File: config.mk
export PLATFORM = sky130hd
export DESIGN_NAME = ram_port_arbiter_flat
export DESIGN_NICKNAME = d
export VERILOG_FILES = /design/src/rtl/ram_port_arbiter_pkg.sv /design/src/rtl/ram_port_arbiter_if.sv /design/src/rtl/ram_port_arbiter.sv /design/src/flat_wrapper.sv
export SDC_FILE = /design/constraint.sdc
export NUM_CORES = 1
export LEC_CHECK = 0
export ABC_AREA = 1
export CAP_MARGIN = 0
export CORE_MARGIN = 8
export CORE_UTILIZATION = 20
export CTS_CLUSTER_SIZE = 30
export DETAILED_ROUTE_END_ITERATION = 6
export GPL_ROUTABILITY_DRIVEN = 1
export PLACE_DENSITY = 0.84
export SETUP_SLACK_MARGIN = 0.4
export SLEW_MARGIN = 15
export SYNTH_ARGS = -nofsm -noshare
export SYNTH_HDL_FRONTEND = slang
export SYNTH_SLANG_ARGS = --single-unit
File: constraint.sdc
create_clock -name clk -period 1.85 [get_ports clk]
set_input_delay 0.2775 -clock clk [delete_from_list [all_inputs] [get_ports clk]]
set_output_delay 0.2775 -clock clk [all_outputs]
set_load 0.05 [all_outputs]
File: src/rtl/ram_port_arbiter_pkg.sv
// Shared definitions for the program/data RAM arbiter: default widths,
// FSM state encoding and master indices.
package ram_port_arbiter_pkg;

  localparam int DEF_ADDR_W = 11;
  localparam int DEF_DATA_W = 32;

  typedef enum logic {
    ST_IDLE = 1'b0,
    ST_ACK  = 1'b1
  } state_t;

  localparam logic M_CORE = 1'b0;
  localparam logic M_HOST = 1'b1;

endpackage

File: src/rtl/ram_port_arbiter_if.sv
// Bundle of both master request/response ports plus the RAM command port.
// The arbiter uses the slave view; the masters and RAM sit on the master view.
interface ram_port_arbiter_if
  import ram_port_arbiter_pkg::*;
#(
  parameter int ADDR_W = DEF_ADDR_W,
  parameter int DATA_W = DEF_DATA_W
);

  logic                  m0_valid;
  logic [ADDR_W-1:0]     m0_addr;
  logic [DATA_W-1:0]     m0_wdata;
  logic [DATA_W/8-1:0]   m0_wstrb;
  logic                  m0_ready;
  logic [DATA_W-1:0]     m0_rdata;

  logic                  m1_valid;
  logic [ADDR_W-1:0]     m1_addr;
  logic [DATA_W-1:0]     m1_wdata;
  logic [DATA_W/8-1:0]   m1_wstrb;
  logic                  m1_ready;
  logic [DATA_W-1:0]     m1_rdata;
  logic                  m1_lock;

  logic [ADDR_W-1:0]     ram_addr;
  logic [DATA_W-1:0]     ram_wdata;
  logic [DATA_W/8-1:0]   ram_wstrb;
  logic                  ram_en;
  logic [DATA_W-1:0]     ram_rdata;

  modport slave (
    input  m0_valid, m0_addr, m0_wdata, m0_wstrb,
    output m0_ready, m0_rdata,
    input  m1_valid, m1_addr, m1_wdata, m1_wstrb, m1_lock,
    output m1_ready, m1_rdata,
    output ram_addr, ram_wdata, ram_wstrb, ram_en,
    input  ram_rdata
  );

  modport master (
    output m0_valid, m0_addr, m0_wdata, m0_wstrb,
    input  m0_ready, m0_rdata,
    output m1_valid, m1_addr, m1_wdata, m1_wstrb, m1_lock,
    input  m1_ready, m1_rdata,
    input  ram_addr, ram_wdata, ram_wstrb, ram_en,
    output ram_rdata
  );

endinterface

File: src/rtl/ram_port_arbiter.sv
// Round-robin arbiter sharing one single-port RAM between the core (m0) and
// the host loader (m1); one transfer per two cycles, with an m1 lock.
module ram_port_arbiter
  import ram_port_arbiter_pkg::*;
(
  input  logic             clk,
  input  logic             resetn,
  ram_port_arbiter_if.slave bus
);

  state_t state_q, state_d;
  logic   gnt_q;
  logic   last_q;
  logic   lock_q;
  logic   m0_elig;
  logic   m1_elig;
  logic   have_winner;
  logic   winner;

  // While the host holds the lock the core is simply not eligible; ties go
  // to whichever master did not win last time. Nothing issues during reset.
  always_comb begin
    m0_elig     = bus.m0_valid && !lock_q;
    m1_elig     = bus.m1_valid;
    have_winner = (state_q == ST_IDLE) && resetn && (m0_elig || m1_elig);
    if (m0_elig && m1_elig) begin
      winner = ~last_q;
    end else begin
      winner = m1_elig ? M_HOST : M_CORE;
    end
  end

  always_comb begin
    state_d       = state_q;
    bus.ram_en    = 1'b0;
    bus.ram_wstrb = '0;
    bus.ram_addr  = bus.m0_addr;
    bus.ram_wdata = bus.m0_wdata;
    bus.m0_ready  = 1'b0;
    bus.m1_ready  = 1'b0;
    bus.m0_rdata  = '0;
    bus.m1_rdata  = '0;
    case (state_q)
      ST_IDLE: begin
        if (have_winner) begin
          bus.ram_en = 1'b1;
          state_d    = ST_ACK;
          if (winner == M_HOST) begin
            bus.ram_addr  = bus.m1_addr;
            bus.ram_wdata = bus.m1_wdata;
            bus.ram_wstrb = bus.m1_wstrb;
          end else begin
            bus.ram_wstrb = bus.m0_wstrb;
          end
        end
      end
      ST_ACK: begin
        state_d = ST_IDLE;
        if (gnt_q == M_HOST) begin
          bus.m1_ready = 1'b1;
          bus.m1_rdata = bus.ram_rdata;
        end else begin
          bus.m0_ready = 1'b1;
          bus.m0_rdata = bus.ram_rdata;
        end
      end
      default: state_d = ST_IDLE;
    endcase
  end

  // Lock is only re-evaluated between transfers: it is taken when the host
  // wins with m1_lock set and released in any idle cycle where it is low.
  always_ff @(posedge clk or negedge resetn) begin
    if (!resetn) begin
      state_q <= ST_IDLE;
      gnt_q   <= M_CORE;
      last_q  <= M_HOST;
      lock_q  <= 1'b0;
    end else begin
      state_q <= state_d;
      if (have_winner) begin
        gnt_q  <= winner;
        last_q <= winner;
      end
      if (state_q == ST_IDLE) begin
        if (!bus.m1_lock) begin
          lock_q <= 1'b0;
        end else if (have_winner && (winner == M_HOST)) begin
          lock_q <= 1'b1;
        end
      end
    end
  end

endmodule

File: src/flat_wrapper.sv
// flat-port wrapper written by rule: the top's interface ports become plain ports
module ram_port_arbiter_flat import ram_port_arbiter_pkg::*;
  (clk, resetn, bus_m0_valid, bus_m0_addr, bus_m0_wdata, bus_m0_wstrb, bus_m0_ready, bus_m0_rdata, bus_m1_valid, bus_m1_addr, bus_m1_wdata, bus_m1_wstrb, bus_m1_lock, bus_m1_ready, bus_m1_rdata, bus_ram_addr, bus_ram_wdata, bus_ram_wstrb, bus_ram_en, bus_ram_rdata);
  ram_port_arbiter_if bus_i ();
  input  logic clk;
  input  logic resetn;
  input wire logic [$bits(bus_i.m0_valid)-1:0] bus_m0_valid;
  input wire logic [$bits(bus_i.m0_addr)-1:0] bus_m0_addr;
  input wire logic [$bits(bus_i.m0_wdata)-1:0] bus_m0_wdata;
  input wire logic [$bits(bus_i.m0_wstrb)-1:0] bus_m0_wstrb;
  output wire logic [$bits(bus_i.m0_ready)-1:0] bus_m0_ready;
  output wire logic [$bits(bus_i.m0_rdata)-1:0] bus_m0_rdata;
  input wire logic [$bits(bus_i.m1_valid)-1:0] bus_m1_valid;
  input wire logic [$bits(bus_i.m1_addr)-1:0] bus_m1_addr;
  input wire logic [$bits(bus_i.m1_wdata)-1:0] bus_m1_wdata;
  input wire logic [$bits(bus_i.m1_wstrb)-1:0] bus_m1_wstrb;
  input wire logic [$bits(bus_i.m1_lock)-1:0] bus_m1_lock;
  output wire logic [$bits(bus_i.m1_ready)-1:0] bus_m1_ready;
  output wire logic [$bits(bus_i.m1_rdata)-1:0] bus_m1_rdata;
  output wire logic [$bits(bus_i.ram_addr)-1:0] bus_ram_addr;
  output wire logic [$bits(bus_i.ram_wdata)-1:0] bus_ram_wdata;
  output wire logic [$bits(bus_i.ram_wstrb)-1:0] bus_ram_wstrb;
  output wire logic [$bits(bus_i.ram_en)-1:0] bus_ram_en;
  input wire logic [$bits(bus_i.ram_rdata)-1:0] bus_ram_rdata;
  assign bus_i.m0_valid = bus_m0_valid;
  assign bus_i.m0_addr = bus_m0_addr;
  assign bus_i.m0_wdata = bus_m0_wdata;
  assign bus_i.m0_wstrb = bus_m0_wstrb;
  assign bus_m0_ready = bus_i.m0_ready;
  assign bus_m0_rdata = bus_i.m0_rdata;
  assign bus_i.m1_valid = bus_m1_valid;
  assign bus_i.m1_addr = bus_m1_addr;
  assign bus_i.m1_wdata = bus_m1_wdata;
  assign bus_i.m1_wstrb = bus_m1_wstrb;
  assign bus_i.m1_lock = bus_m1_lock;
  assign bus_m1_ready = bus_i.m1_ready;
  assign bus_m1_rdata = bus_i.m1_rdata;
  assign bus_ram_addr = bus_i.ram_addr;
  assign bus_ram_wdata = bus_i.ram_wdata;
  assign bus_ram_wstrb = bus_i.ram_wstrb;
  assign bus_ram_en = bus_i.ram_en;
  assign bus_i.ram_rdata = bus_ram_rdata;
  ram_port_arbiter u_core (.clk(clk), .resetn(resetn), .bus(bus_i));
endmodule
==> results_dict.tcl, run 1 <==
set metrics [dict create \
    post-dp-hpwl_mm 13.5 \
    synth_cell_types 17 \
    avgSynthCellArea_um2 4.41 \
    num_rows 28 \
    synth_area_leaders "nand2_1 41%, nor2_1 23%, inv_1 11%" \
    synth_cells 280 \
    synthMostInstantiatedCell "nand2_1" \
    outcome "did not finish" \
    initial_core_util 0.208 \
    gp_congestion 0.788 \
    stop_stage "3_5_place_dp" \
    error "[ERROR DPL-0033] detailed placement checks failed during check placement." \
    seq_area_frac_synth 0.0820 \
    synth_top_area_share 0.413 \
    fp.dieH_um 94.6 \
    syn-num-nets 411 \
    syn_area_um2 1240 \
    async_reset_ff_frac 1.00 \
    ys_warn_count 0 \
    synth-edff-count 0 \
    ys_top_cells_by_count "136 x nand2_1, 76 x nor2_1, 36 x inv_1" \
    ys_seq_elements 4 \
    io_pins 245 \
    io_buffers 244 \
    yosys.area.top_type "nand2_1" \
    yosys_most_used_dff "dfrtp_1" \
    die_w_um 94.6 \
]
[stage by stage]
| step | hold slack [ns] | worst slack (ns) | cells |
|---|---|---|---|
| 2_1_floorplan | -0.0181 | 0.188 | 280 |
| 3_3_place_gp | 0.469 | -0.139 | 598 |
[cells by family after synthesis]
group / after synthesis / share of synthesized area
AO/OA/AOI/OAI: 4 / 0.0162
buffers and inverters: 54 / 0.205
flip-flops: 4 / 0.0820
AND/OR/NAND/NOR: 218 / 0.696
==> run 2: changes to the inputs <==
--- a/config.mk
+++ b/config.mk
@@ -9,11 +9,9 @@
 export CAP_MARGIN = 0
 export CORE_MARGIN = 8
 export CORE_UTILIZATION = 20
-export CTS_CLUSTER_SIZE = 30
 export DETAILED_ROUTE_END_ITERATION = 6
 export GPL_ROUTABILITY_DRIVEN = 1
-export PLACE_DENSITY = 0.84
-export SETUP_SLACK_MARGIN = 0.4
+export PLACE_DENSITY_LB_ADDON = 0.15
 export SLEW_MARGIN = 15
 export SYNTH_ARGS = -nofsm -noshare
 export SYNTH_HDL_FRONTEND = slang
==> run 2 against run 1 <==
Against the previous run:
- the flow now finishes, with violations (negative setup slack)
- synthesized cell count stayed put
- synthesized area stayed put
==> results_dict.tcl, run 2 <==
set metrics [dict create \
    arrival_ns 1.67 \
    avgSynthCellArea_um2 4.41 \
    syn-num-nets 411 \
    first_iter_violations 72 \
    r2r-start "u_core.last_q$_DFFE_PN1P_" \
    failed_checks "negative setup slack" \
    async_reset_ff_frac 1.00 \
    final_max_slew_viol_count 0 \
    clock_sinks 4 \
    final_common_cell "clkdlybuf4s50_1" \
    rsz0062_at_grt "yes" \
    grt_usage 0.223 \
    r2r_slack_ns 0.53 \
    io_pins 245 \
    maxCapViolCount 0 \
    path_depth 9 \
    synth_cells 280 \
    grt_pass1_wl_mm 15.4 \
    core_um2 5960 \
    post-dp-hpwl_mm 9.10 \
    crit_chain "nand3_2 > nand2_4 > inv_4 > nand2_8 > buf_6 > buf_12 > nand2_4 > nand2_4 > buf_12" \
    nets 671 \
    wl_per_cell_um 20.5 \
    finalNonFillerCells 614 \
    grt_max_degree 26 \
    holdCritPathClass "primary input to async pin" \
    cts_tree "done" \
    tightest_slew_ns 0.268 \
    cp_max_fo 7 \
    yosys.area.top_type "nand2_1" \
    syn_area_um2 1240 \
    crit_slowest_cell "dfstp_2" \
    total_power_mw 2.65 \
    outcome "finished, violations left" \
    fp.dieH_um 94.6 \
    htree_levels 1 \
    vdd_drop_max_mv 0.356 \
    gp_congestion 0.760 \
    hold_ws_ns 0.0911 \
    cp.required_ns 1.57 \
    seq_area_frac_synth 0.0820 \
    layout_common_cells "127 x clkdlybuf4s50_1, 102 x buf_12, 61 x nand2_2" \
    initial_core_util 0.208 \
    fin_ws_ns -0.0953 \
    antenna_cells 0 \
    vias 2827 \
    cp_top_family "flip-flops" \
    synth_area_leaders "nand2_1 41%, nor2_1 23%, inv_1 11%" \
    r2r-end "u_core.gnt_q$_DFFE_PN0P_" \
    io_buffers 244 \
    firstDrtPassIters 4 \
    area_growth_pct 349 \
    synthMostInstantiatedCell "nand2_1" \
    leakagePower_nw 2.65 \
    clock-root-buffer "clkbuf_8" \
    detail-route-antenna-nets 0 \
    synth-edff-count 0 \
    hold_viol 0 \
    ys_top_cells_by_count "136 x nand2_1, 76 x nor2_1, 36 x inv_1" \
    grt_antenna_before_repair 0 \
    r2r_cells 7 \
    drc 0 \
    crit_start "u_core.last_q$_DFFE_PN1P_" \
    clk_latency_ns 0.22 \
    post-route-util 0.932 \
    crit_end "bus_ram_addr[7]" \
    p_per_area_nw_per_um2 478 \
    critPathLaunchType "flip-flop" \
    cts_buffers 3 \
    clockBufferDepth 2 \
    yosys_most_used_dff "dfrtp_1" \
    setup_viol 44 \
    synth_top_area_share 0.413 \
    slew-limit-headroom 0.821 \
    fp.dieArea_um2 8950 \
    skew_ns 0.00456 \
    grt_pass1_vias 2839 \
    routed_wirelength_mm 12.6 \
    vias_per_cell 4.60 \
    min_period_over_period 1.05 \
    pre_cts_ws_ns -0.117 \
    ys_warn_count 0 \
    post_route_cells_drive_above_1_share 0.542 \
    clk_pin_slew_ns 0.03 \
    synth_cell_types 17 \
    ys_seq_elements 4 \
    crit_top_cell "nand2_4" \
    min_period_ns 1.95 \
    num_rows 28 \
    cpPeakStageDelay_ns 0.55 \
    dp_cells 601 \
    die_w_um 94.6 \
    cp.buffers_inverters 4 \
    crit_type "flip-flop to output pin" \
    timing.fmax_ghz 0.514 \
    grt_overflow_total 0 \
    endpoint_kind "output pin" \
]
run 2: cell counts after synthesis:
No cell type changed its count.
run 2: logic make-up (layout without fill, tap and decap cells):
logic type / count (synthesis) / in the layout / share of synthesized area
compound gates: 4 / 4 / 0.0162
buf+inv: 54 / 313 / 0.205
flops: 4 / 4 / 0.0820
simple gates: 218 / 218 / 0.696
run 2: where the power goes:
part           leakage [nW]  switching, mW  internal [mW]  total [mW]
combinational          2.57           1.25           1.08        2.34
sequential           0.0491         0.0128          0.105       0.118
clock                0.0228         0.0508          0.148       0.198
total                  2.65           1.32           1.34        2.65
run 2: repair_timing:
item,CTS,global route
hold buffers,0,0
endpoints found under the setup margin,47,75
buffers inserted,5,1
gates cloned,3,2
resized for setup,63,102
pin swaps,13,46
run 2: stage by stage:
stage                     setup TNS, ns  area, um^2
after CTS                        -0.590        5200
after global placement            -3.20        4860
final                             -2.17        5550
after detailed placement          -4.54        4860
after global routing              -4.96        5550
after floorplan                   -3.97        1340
run 2: metal layers:
| layer | GRT usage | routed length, um |
|---|---|---|
| met5 | 0 | 0 |
| met4 | 0.0728 | 621 |
| met3 | 0.0849 | 1310 |
| met2 | 0.460 | 7030 |
| met1 | 0.188 | 3650 |
run 2: layout make-up:
cell class	count	area, um^2
clock buffers	4	45.0
fillers	197	404
inverters	40	155
multi-input cells	222	1450
flip-flops and latches	4	101
well taps	75	93.8
repair buffers	269	3700
run 2: how the worst min path moves through the flow:
stage | end
final | u_core.state_q$_DFF_PN0_
after global routing | u_core.state_q$_DFF_PN0_
after CTS | u_core.lock_q$_DFFE_PN0P_
after detailed placement | u_core.last_q$_DFFE_PN1P_
after global placement | u_core.last_q$_DFFE_PN1P_
after floorplan | u_core.gnt_q$_DFFE_PN0P_
run 2: worst reg2reg max path: stages, from the launching register on:
cell	delay, ns
dfstp_2	0.55
nand3_2	0.09
nand2_4	0.11
inv_4	0.07
nand2_8	0.11
buf_6	0.12
buf_4	0.12
nand2_1	0.05
No activity file was read; power rests on OpenSTA's default activity.
==> run 3: changes to the inputs <==
--- a/config.mk
+++ b/config.mk
@@ -9,6 +9,7 @@
 export CAP_MARGIN = 0
 export CORE_MARGIN = 8
 export CORE_UTILIZATION = 20
+export CTS_CLUSTER_SIZE = 30
 export DETAILED_ROUTE_END_ITERATION = 6
 export GPL_ROUTABILITY_DRIVEN = 1
 export PLACE_DENSITY_LB_ADDON = 0.15
@@ -16,3 +17,4 @@
 export SYNTH_ARGS = -nofsm -noshare
 export SYNTH_HDL_FRONTEND = slang
 export SYNTH_SLANG_ARGS = --single-unit
+export TNS_END_PERCENT = 100
==> results of run 3 <==
No change in the layout: final DEF, timing and power equal those of run 2.
==> run 4: changes to the inputs <==
--- a/config.mk
+++ b/config.mk
@@ -12,7 +12,8 @@
 export CTS_CLUSTER_SIZE = 30
 export DETAILED_ROUTE_END_ITERATION = 6
 export GPL_ROUTABILITY_DRIVEN = 1
-export PLACE_DENSITY_LB_ADDON = 0.15
+export GPL_TIMING_DRIVEN = 0
+export PLACE_DENSITY = 0.88
 export SLEW_MARGIN = 15
 export SYNTH_ARGS = -nofsm -noshare
 export SYNTH_HDL_FRONTEND = slang
==> constraint.sdc (replaced) <==
create_clock -name clk -period 2.2 [get_ports clk]
set_input_delay 0.33 -clock clk [delete_from_list [all_inputs] [get_ports clk]]
set_output_delay 0.33 -clock clk [all_outputs]
set_load 0.05 [all_outputs]
==> run 4 against run 3 <==
Against the previous run:
- the flow now finishes without violations
- first-iteration DRC count rose by 9.7%
- die area did not move
- via count fell by 9.3%
- clock skew rose by 0.0019 ns
- critical endpoint is now bus_ram_wstrb[1]
- largest power group unchanged
==> results_dict.tcl, run 4 (same netlist as run 2, synthesis figures left out) <==
set metrics [dict create \
    antenna_cells 0 \
    critPathLaunchType "primary input" \
    setup_tns_ns 0 \
    vias_per_cell 4.25 \
    htree_levels 1 \
    crit_type "primary input to output pin" \
    min_period_ns 2.13 \
    fin_ws_ns 0.0681 \
    swShare 0.565 \
    cp_max_fo 7 \
    cts_tree "done" \
    io_pins 245 \
    vias 2564 \
    clockBufferDepth 2 \
    p_sw_mw 0.871 \
    min_period_over_period 0.969 \
    timing.fmax_ghz 0.469 \
    leakagePower_nw 2.21 \
    dp_cells 599 \
    grt_antenna_before_repair 0 \
    io_buffers 244 \
    fp.dieH_um 94.6 \
    firstDrtPassIters 4 \
    clock_sinks 4 \
    clk_latency_ns 0.22 \
    routed_wirelength_mm 8.86 \
    crit_top_cell "nand2_1" \
    power_frac_comb 0.830 \
    outcome "complete, no violations" \
    area.sequential_um2 101 \
    rsz0062_at_grt "yes" \
    crit_slowest_cell "clkdlybuf4s50_1" \
    final_max_slew_viol_count 0 \
    vdd_drop_max_mv 0.234 \
    nFillCells 593 \
    clk_pin_slew_ns 0.04 \
    grt_usage 0.178 \
    setup_viol 0 \
    num_rows 28 \
    nets 661 \
    pre_cts_ws_ns -0.694 \
    skew_ns 0.00645 \
    grt_overflow_total 0 \
    multiInputGateArea_um2 897 \
    fp.dieArea_um2 8950 \
    grt_max_degree 11 \
    post-dp-hpwl_mm 8.09 \
    pwr-share-clk 0.106 \
    arrival_ns 1.80 \
    post_route_cells_drive_above_1_share 0.146 \
    initial_core_util 0.208 \
    final_common_cell "nand2_1" \
    p_per_area_nw_per_um2 418 \
    area_growth_pct 199 \
    r2r_slack_ns 0.91 \
    cpPeakStageDelay_ns 0.49 \
    drc 0 \
    hold_viol 0 \
    hold_buffers 0 \
    grt_pass1_vias 2628 \
    layout_common_cells "136 x nand2_1, 132 x clkdlybuf4s50_1, 75 x nor2_1" \
    cts_buffers 3 \
    core_um2 5960 \
    holdCritPathClass "primary input to async pin" \
    p_int_mw 0.671 \
    endpoint_kind "output pin" \
    detail-route-antenna-nets 0 \
    grt_pass1_wl_mm 12.7 \
    slew-limit-headroom 0.617 \
    cp.required_ns 1.87 \
    wl_per_cell_um 14.7 \
    finalNonFillerCells 604 \
    maxCapViolCount 0 \
    crit_chain "clkdlybuf4s50_1 > nand2_1 > nand2_1 > nand2_4 > inv_4 > o21ai_0 > nor2_1 > clkdlybuf4s15_2" \
    first_iter_violations 79 \
    die_w_um 94.6 \
    clock-root-buffer "clkbuf_8" \
    gp_congestion 0.840 \
    pwr-share-seq 0.064 \
    tightest_slew_ns 0.572 \
]
==> run 4: cell types whose count changed in the layout (fill, tap and decap cells not counted), moves of 33 or more <==
cell,previous run,this run
nor2_2,35,2
dlygate4sd2_1,3,59
nand2_1,39,136
nor2_1,36,75
nand2_4,38,2
nand2_2,61,0
buf_12,102,0
==> run 4: routing by layer <==
| layer | global-route usage | part of all wire | up-vias | wire (um) |
|---|---|---|---|---|
| met5 | 0 | 0 | - | 0 |
| met4 | 0.0624 | 0.023 | 0 | 208 |
| met3 | 0.0865 | 0.14 | 14 | 1280 |
| met2 | 0.364 | 0.54 | 159 | 4750 |
| met1 | 0.139 | 0.30 | 1099 | 2620 |
| li1 | - | - | 1292 | - |
==> run 4: metrics by stage <==
stage | total power [mW] | utilization | hold WS [ns] | instance area [um^2]
4_1_cts | 1.54 | 0.608 | 0.0616 | 3620
3_5_place_dp | 1.45 | 0.634 | 0.471 | 3770
6_report | 1.54 | 0.620 | 0.0606 | 3690
2_1_floorplan | 0.864 | - | 0.0344 | 1240
3_3_place_gp | 1.44 | 0.634 | 0.468 | 3770
5_1_grt | 1.62 | 0.620 | 0.0740 | 3690
==> run 4: final cells by class <==
class,instances,area share
Buffer,14,0.0325
Clock buffer,4,0.0122
Inverter,40,0.0414
Multi-Input combinational cell,222,0.243
Sequential cell,4,0.0275
Tap cell,75,0.0254
Timing Repair Buffer,245,0.618
==> run 4: timing repair <==
action / in CTS / in global routing
cloned: 0 / 0
setup buffers: 0 / 1
setup endpoints to repair: 108 / 61
gates resized for setup: 312 / 40
==> run 4: final timing paths <==
check | to | cells after the start | startpoint
setup / recovery | bus_ram_wstrb[1] | 8 | bus_m0_valid
hold / removal | u_core.lock_q$_DFFE_PN0P_ | 1 | resetn
setup reg to reg | u_core.gnt_q$_DFFE_PN0P_ | 6 | u_core.last_q$_DFFE_PN1P_
hold reg to reg | u_core.last_q$_DFFE_PN1P_ | 2 | u_core.last_q$_DFFE_PN1P_
max in group asynchronous | u_core.last_q$_DFFE_PN1P_ | 1 | resetn
min in group clk | u_core.last_q$_DFFE_PN1P_ | 2 | u_core.last_q$_DFFE_PN1P_
==> run 4: power groups by stage <==
stage | combinational [mW] | sequential (mW) | clock [mW]
global route | 1.35 | 0.100 | 0.172
floorplan | 0.767 | 0.0966 | 0
detailed placement | 1.35 | 0.0997 | 0
global placement | 1.34 | 0.0987 | 0
CTS | 1.27 | 0.0989 | 0.168
finish | 1.28 | 0.0987 | 0.163
==> run 4: worst max-delay path: cells and delay by family <==
family,cells,cell delay (ns)
compound gates,1,0.11
simple gates,4,0.36
buf+inv,3,0.99
